--- config.mk ---
export PLATFORM = sky130hd
export DESIGN_NAME = otter_mem_arbiter
export DESIGN_NICKNAME = d
export VERILOG_FILES = /design/src/rtl/otter_mem_arbiter_pkg.sv /design/src/rtl/otter_arb_starve_ctr.sv /design/src/rtl/otter_mem_arbiter.sv
export SDC_FILE = /design/constraint.sdc
export NUM_CORES = 1
export LEC_CHECK = 0
export ABC_AREA = 1
export ABC_CLOCK_PERIOD_IN_PS = 2300
export CAP_MARGIN = 25
export CORE_MARGIN = 4
export CORE_UTILIZATION = 45
export CTS_CLUSTER_SIZE = 16
export DETAILED_ROUTE_END_ITERATION = 7
export PLACE_DENSITY = 0.95
export SLEW_MARGIN = 30
export SYNTH_ARGS = -nofsm -noshare
export SYNTH_HDL_FRONTEND = slang
export SYNTH_SLANG_ARGS = --single-unit
--- constraint.sdc ---
create_clock -name i_clk -period 2.3 [get_ports i_clk]
set_input_delay 0.23 -clock i_clk [delete_from_list [all_inputs] [get_ports i_clk]]
set_output_delay 0.23 -clock i_clk [all_outputs]
set_load 0.03 [all_outputs]
--- src/rtl/otter_mem_arbiter_pkg.sv ---
// Shared types and constants for the OTTER data-memory arbiter.
// Holds the FSM encoding, port indices, the latched command layout and the range check.
package otter_mem_arbiter_pkg;

  typedef enum logic [1:0] {
    ST_IDLE  = 2'd0,
    ST_ISSUE = 2'd1,
    ST_RESP  = 2'd2,
    ST_DONE  = 2'd3
  } arb_state_e;

  localparam logic PORT_P0 = 1'b0;
  localparam logic PORT_P1 = 1'b1;

  typedef struct packed {
    logic        re;
    logic        we;
    logic [3:0]  sel;
    logic [31:0] addr;
    logic [31:0] w_data;
  } mem_cmd_t;

  // The limit is one bit wider than the address so MEM_SIZE = 2**32 stays representable.
  function automatic logic addr_out_of_range(input logic [31:0] addr, input logic [32:0] limit);
    return ({1'b0, addr} >= limit);
  endfunction

endpackage

--- src/rtl/otter_arb_starve_ctr.sv ---
// Saturating count of port-0 grants made while port 1 was waiting.
// force_p1_o hands the next contested arbitration to port 1.
module otter_arb_starve_ctr
  import otter_mem_arbiter_pkg::*;
#(
  parameter int unsigned STARVE_LIMIT = 4
) (
  input  logic clk_i,
  input  logic rst_ni,
  input  logic p0_grant_i,
  input  logic p1_grant_i,
  input  logic p1_req_i,
  output logic force_p1_o
);

  localparam int unsigned CW = (STARVE_LIMIT > 0) ? $clog2(STARVE_LIMIT + 1) : 1;
  localparam logic [CW-1:0] LIMIT = CW'(STARVE_LIMIT);

  logic [CW-1:0] cnt_q, cnt_d;

  always_comb begin
    cnt_d = cnt_q;
    if (p1_grant_i) begin
      cnt_d = '0;
    end else if (p0_grant_i && p1_req_i && (cnt_q != LIMIT)) begin
      cnt_d = cnt_q + 1'b1;
    end
  end

  always_ff @(posedge clk_i or negedge rst_ni) begin
    if (!rst_ni) cnt_q <= '0;
    else         cnt_q <= cnt_d;
  end

  // A limit of zero never saturates away from zero, so priority stays strict.
  assign force_p1_o = (STARVE_LIMIT != 0) && (cnt_q == LIMIT);

endmodule

--- src/rtl/otter_mem_arbiter.sv ---
// Two-port arbiter in front of the unified OTTER memory's single data port.
// Port 0 has fixed priority; port 1 is protected by a starvation counter.
module otter_mem_arbiter
  import otter_mem_arbiter_pkg::*;
#(
  parameter int unsigned MEM_SIZE     = 32'h0001_0000,
  parameter int unsigned STARVE_LIMIT = 4
) (
  input  logic        i_clk,
  input  logic        i_rst_n,
  // Handshake: a requester raises req with stable fields and holds it until it sees
  // its ack (high for exactly one cycle); it drops req on the edge ending that cycle.
  input  logic        i_p0_req,
  input  logic        i_p0_re,
  input  logic        i_p0_we,
  input  logic [3:0]  i_p0_sel,
  input  logic [31:0] i_p0_addr,
  input  logic [31:0] i_p0_w_data,
  output logic        o_p0_ack,
  output logic        o_p0_err,
  output logic [31:0] o_p0_r_data,
  input  logic        i_p1_req,
  input  logic        i_p1_re,
  input  logic        i_p1_we,
  input  logic [3:0]  i_p1_sel,
  input  logic [31:0] i_p1_addr,
  input  logic [31:0] i_p1_w_data,
  output logic        o_p1_ack,
  output logic        o_p1_err,
  output logic [31:0] o_p1_r_data,
  output logic        o_dmem_re,
  output logic        o_dmem_we,
  output logic [3:0]  o_dmem_sel,
  output logic [31:0] o_dmem_addr,
  output logic [31:0] o_dmem_w_data,
  input  logic [31:0] i_dmem_r_data,
  output logic        o_busy,
  output logic [1:0]  o_dbg_state
);

  localparam logic [32:0] MEM_LIMIT = 33'(MEM_SIZE);

  arb_state_e  state_q, state_d;
  mem_cmd_t    cmd_q, cmd_d;
  logic        winner_q, winner_d;
  logic        err_q, err_d;
  logic        dmem_re_q, dmem_re_d;
  logic        dmem_we_q, dmem_we_d;
  logic        p0_ack_q, p0_ack_d, p0_err_q, p0_err_d;
  logic        p1_ack_q, p1_ack_d, p1_err_q, p1_err_d;
  logic [31:0] p0_r_data_q, p0_r_data_d, p1_r_data_q, p1_r_data_d;
  logic [31:0] resp_data;
  logic        p0_grant, p1_grant, force_p1, pick_p1;
  mem_cmd_t    win_cmd;
  logic        win_err;

  otter_arb_starve_ctr #(
    .STARVE_LIMIT(STARVE_LIMIT)
  ) u_starve_ctr (
    .clk_i      (i_clk),
    .rst_ni     (i_rst_n),
    .p0_grant_i (p0_grant),
    .p1_grant_i (p1_grant),
    .p1_req_i   (i_p1_req),
    .force_p1_o (force_p1)
  );

  assign pick_p1 = i_p1_req && (!i_p0_req || force_p1);
  assign win_cmd = pick_p1 ? '{re: i_p1_re, we: i_p1_we, sel: i_p1_sel,
                               addr: i_p1_addr, w_data: i_p1_w_data}
                           : '{re: i_p0_re, we: i_p0_we, sel: i_p0_sel,
                               addr: i_p0_addr, w_data: i_p0_w_data};
  assign win_err = addr_out_of_range(win_cmd.addr, MEM_LIMIT);
  assign resp_data = (cmd_q.re && !err_q) ? i_dmem_r_data : 32'h0;

  always_comb begin
    state_d     = state_q;
    cmd_d       = cmd_q;
    winner_d    = winner_q;
    err_d       = err_q;
    dmem_re_d   = 1'b0;
    dmem_we_d   = 1'b0;
    p0_ack_d    = p0_ack_q;
    p0_err_d    = p0_err_q;
    p0_r_data_d = p0_r_data_q;
    p1_ack_d    = p1_ack_q;
    p1_err_d    = p1_err_q;
    p1_r_data_d = p1_r_data_q;
    p0_grant    = 1'b0;
    p1_grant    = 1'b0;
    unique case (state_q)
      ST_IDLE: begin
        if (i_p0_req || i_p1_req) begin
          p0_grant  = !pick_p1;
          p1_grant  = pick_p1;
          winner_d  = pick_p1 ? PORT_P1 : PORT_P0;
          cmd_d     = win_cmd;
          err_d     = win_err;
          // Strobes are registered here so they are visible exactly during ISSUE.
          dmem_re_d = win_cmd.re && !win_err;
          dmem_we_d = win_cmd.we && !win_err;
          state_d   = ST_ISSUE;
        end
      end
      ST_ISSUE: state_d = ST_RESP;
      ST_RESP: begin
        if (winner_q == PORT_P1) begin
          p1_ack_d    = 1'b1;
          p1_err_d    = err_q;
          p1_r_data_d = resp_data;
        end else begin
          p0_ack_d    = 1'b1;
          p0_err_d    = err_q;
          p0_r_data_d = resp_data;
        end
        state_d = ST_DONE;
      end
      ST_DONE: begin
        p0_ack_d = 1'b0;
        p0_err_d = 1'b0;
        p1_ack_d = 1'b0;
        p1_err_d = 1'b0;
        state_d  = ST_IDLE;
      end
      default: state_d = ST_IDLE;
    endcase
  end

  always_ff @(posedge i_clk or negedge i_rst_n) begin
    if (!i_rst_n) begin
      state_q     <= ST_IDLE;
      cmd_q       <= '0;
      winner_q    <= PORT_P0;
      err_q       <= 1'b0;
      dmem_re_q   <= 1'b0;
      dmem_we_q   <= 1'b0;
      p0_ack_q    <= 1'b0;
      p0_err_q    <= 1'b0;
      p0_r_data_q <= '0;
      p1_ack_q    <= 1'b0;
      p1_err_q    <= 1'b0;
      p1_r_data_q <= '0;
    end else begin
      state_q     <= state_d;
      cmd_q       <= cmd_d;
      winner_q    <= winner_d;
      err_q       <= err_d;
      dmem_re_q   <= dmem_re_d;
      dmem_we_q   <= dmem_we_d;
      p0_ack_q    <= p0_ack_d;
      p0_err_q    <= p0_err_d;
      p0_r_data_q <= p0_r_data_d;
      p1_ack_q    <= p1_ack_d;
      p1_err_q    <= p1_err_d;
      p1_r_data_q <= p1_r_data_d;
    end
  end

  assign o_dmem_re     = dmem_re_q;
  assign o_dmem_we     = dmem_we_q;
  assign o_dmem_sel    = cmd_q.sel;
  assign o_dmem_addr   = cmd_q.addr;
  assign o_dmem_w_data = cmd_q.w_data;
  assign o_p0_ack      = p0_ack_q;
  assign o_p0_err      = p0_err_q;
  assign o_p0_r_data   = p0_r_data_q;
  assign o_p1_ack      = p1_ack_q;
  assign o_p1_err      = p1_err_q;
  assign o_p1_r_data   = p1_r_data_q;
  assign o_busy        = (state_q != ST_IDLE);
  assign o_dbg_state   = state_q;

endmodule
==> flow_summary.json <==
{
  "period_needed_ps": 2060,
  "synth.distinct_cells": 26,
  "synth_simple_gate_area_share_pct": 19.1,
  "die-area_um2": 17100,
  "initialDrtViolationCount": 457,
  "postLayoutCoreUtil_pct": 69.7,
  "synthAdderAreaFrac_pct": 0.920,
  "numClockSinks": 146,
  "post-route-period-util_pct": 89.5,
  "dieHeight_um": 131,
  "worstPathMaxFanout": 23,
  "peakVddDrop_uv": 988,
  "p_leak_uw": 0.00434,
  "placed_cell_area_um2": 9640,
  "num_vias": 6461,
  "fin_hold_ws_ps": 370,
  "tightest_slew_ps": 620,
  "areaGrowthSynthToFinish_pct": 50.0,
  "syn_area_per_cell_um2": 8.62,
  "end_kind": "flop",
  "maxCapViolCount": 0,
  "synth_warnings": 0,
  "setup_slack_ps": 242,
  "grt_pass1_wl_um": 32500,
  "antenna_found_initial": 0,
  "vias_per_cell": 5.30,
  "async_flop_share_pct": 100,
  "skew_ps": 7.54,
  "dp_hpwl_um": 16000,
  "crit_type": "reg -> reg",
  "dr.max_layer_used": "met4",
  "rows": 44,
  "synth_compound_area_share_pct": 14.0,
  "totalWireLength_um": 21700,
  "status": "complete, no violations",
  "syn-num-nets": 970,
  "start_util_pct": 46.4,
  "syn-instance-count": 789,
  "htreeDepth": 4,
  "layout-drive-gt1-share_pct": 5.90,
  "netlist_area_um2": 6800,
  "r2r_slack_ps": 240,
  "ys_seq_area_share_pct": 53.7,
  "yosysTopAreaCellShare_pct": 53.7,
  "dp_slack_ps": 217,
  "drc": 0,
  "route.met2.wl_um": 11100,
  "die_w_um": 131,
  "nets": 1203,
  "first_pass_iters": 5,
  "cts_root_buffer": "clkbuf_16",
  "maxSlewHeadroom_pct": 58.7,
  "ios": 317,
  "final_max_slew_viol_count": 0,
  "drtAntennaViolNets": 0,
  "cp-start-kind": "flop",
  "cts_buffers": 17,
  "gp_congestion": 0.830,
  "synthXorXnorAreaFrac_pct": 0.129,
  "fmax_mhz": 486,
  "hold_class": "in -> async",
  "grt_usage_pct": 24.6,
  "grt_max_degree": 104,
  "synth-edff-count": 0,
  "ys.flop_type": "dfrtp_1",
  "port_buffers": 316,
  "yosys-top-cells-count": "nand2_1 (204), dfrtp_1 (146), nor2_1 (86), a21oi_1 (76), buf_4 (74)",
  "fin_area_um2": 10200,
  "fin_tns_setup_ps": 0,
  "clkTransAtPathRegs_ps": 60,
  "grt-ovfl-total": 0,
  "worst_ep_arrival_time_ps": 2360,
  "cts_buffer_depth": 2,
  "antenna_cells": 0,
  "ys_ff_latch": 146,
  "met3WireLength_um": 2030,
  "synthTopCellsByArea": "dfrtp_1 (54%), nand2_1 (11%), buf_4 (8.2%)",
  "rsz0062_at_grt": "no",
  "fillCellCount": 1051,
  "grt_pass1_vias": 6298,
  "setup_viol": 0,
  "cts_tree": "done",
  "muxShareOfSynthArea_pct": 0.147,
  "post_drt_wl_per_cell_um": 17.8,
  "yosysTopAreaCell": "dfrtp_1",
  "core_um2": 14600,
  "clk_latency_ps": 420,
  "hold_viol": 0,
  "synth_most_common_cell": "nand2_1",
  "p_per_area_nw_per_um2": 1520,
  "crit_required_ps": 2600,
  "m1WireLength_um": 7780,
  "synth_top_family_by_area": "simple AND/OR/NAND/NOR gates"
}
-- layout by cell type (no fill, tap or decap), types with 15 or more instances in the layout --
cell type,Yosys,routed
a21oi_1,76,76
a31oi_1,31,31
clkbuf_16,0,17
clkdlybuf4s50_1,0,314
dfrtp_1,146,146
inv_1,17,17
nand2_1,204,203
nand3_1,15,15
nor2_1,86,85
o21ai_0,69,69
-- report_power, final --
| part | leakage (uW) | switching (uW) | internal (uW) |
|---|---|---|---|
| sequential | 0.00180 | 782 | 3850 |
| clock | 0.000258 | 1070 | 1510 |
| combinational | 0.00228 | 5060 | 3230 |
-- metal layers --
metal | vias up | track usage (%)
li1 | 2973 | -
met1 | 3065 | 26.9
met2 | 356 | 43.2
met3 | 67 | 8.25
met4 | 0 | 10.8
met5 | - | 0
-- sequential cells by signal (all words and copies together) (netlist names) --
signal	count
o_p1_ack	1
u_starve_ctr.cnt_q	3
cmd_q	1
o_dmem_re	1
o_dmem_w_data	32
o_p0_r_data	32
o_dbg_state	2
o_dmem_addr	32
o_p1_err	1
err_q	1
o_p0_ack	1
o_p1_r_data	32
o_dmem_we	1
o_dmem_sel	4
winner_q	1
o_p0_err	1
-- worst paths after layout --
path / from / end / cells after the start
hold reg to reg: o_p0_r_data[25] / o_p0_r_data[25] / 2
hold / removal: i_rst_n / o_p0_r_data[25] / 2
setup reg to reg: u_starve_ctr.cnt_q[0] / err_q / 13
setup / recovery: u_starve_ctr.cnt_q[0] / err_q / 13
min in group i_clk: i_p1_w_data[5] / o_dmem_w_data[5] / 3
max in group asynchronous: i_rst_n / u_starve_ctr.cnt_q[2] / 3
-- logic make-up (layout without fill, tap and decap cells) --
group                    after synthesis  after routing
flip-flops                           146            146
adder cells (fa/ha/maj)                5              5
AO/OA/AOI/OAI                        181            181
AND/OR/NAND/NOR                      322            322
XOR/XNOR                               1              1
multiplexers                           1              1
buffers and inverters                133            378
-- area by class of cell --
class	instances	area, um2	share of cell area, %
well taps	184	230	2.26
clock buffers	19	443	4.34
clock inverters	12	109	1.07
repair buffers	329	3350	32.9
multi-input cells	510	2340	23.0
inverters	18	67.6	0.662
flip-flops and latches	146	3650	35.8
-- worst max-delay path, cell delays in order, from the launching register on --
cell and delay (ps):
dfrtp_1 380, inv_1 100, ha_1 170, nand2_2 70
nand2_4 170, nand2_4 260, nand2_1 170, nand2_1 60
nor2_1 110, nand2_1 80, nor2_2 150, nand2_1 90
nand2_1 70, nand2_1 50
-- stage by stage --
step	cells	total power, uW
2_1_floorplan	789	10000
3_3_place_gp	1186	12600
3_5_place_dp	1186	12900
4_1_cts	1218	15600
5_1_grt	1218	16300
6_report	1218	15500
-- what timing repair did --
| action | in CTS | in global routing |
|---|---|---|
| setup endpoints to repair | 0 | 1 |
| setup buffers | 0 | 0 |
| hold endpoints to repair | 59 | 0 |
| hold buffers | 1 | 0 |
| gates resized for setup | 0 | 1 |
No activity file was read; power rests on OpenSTA's default activity.
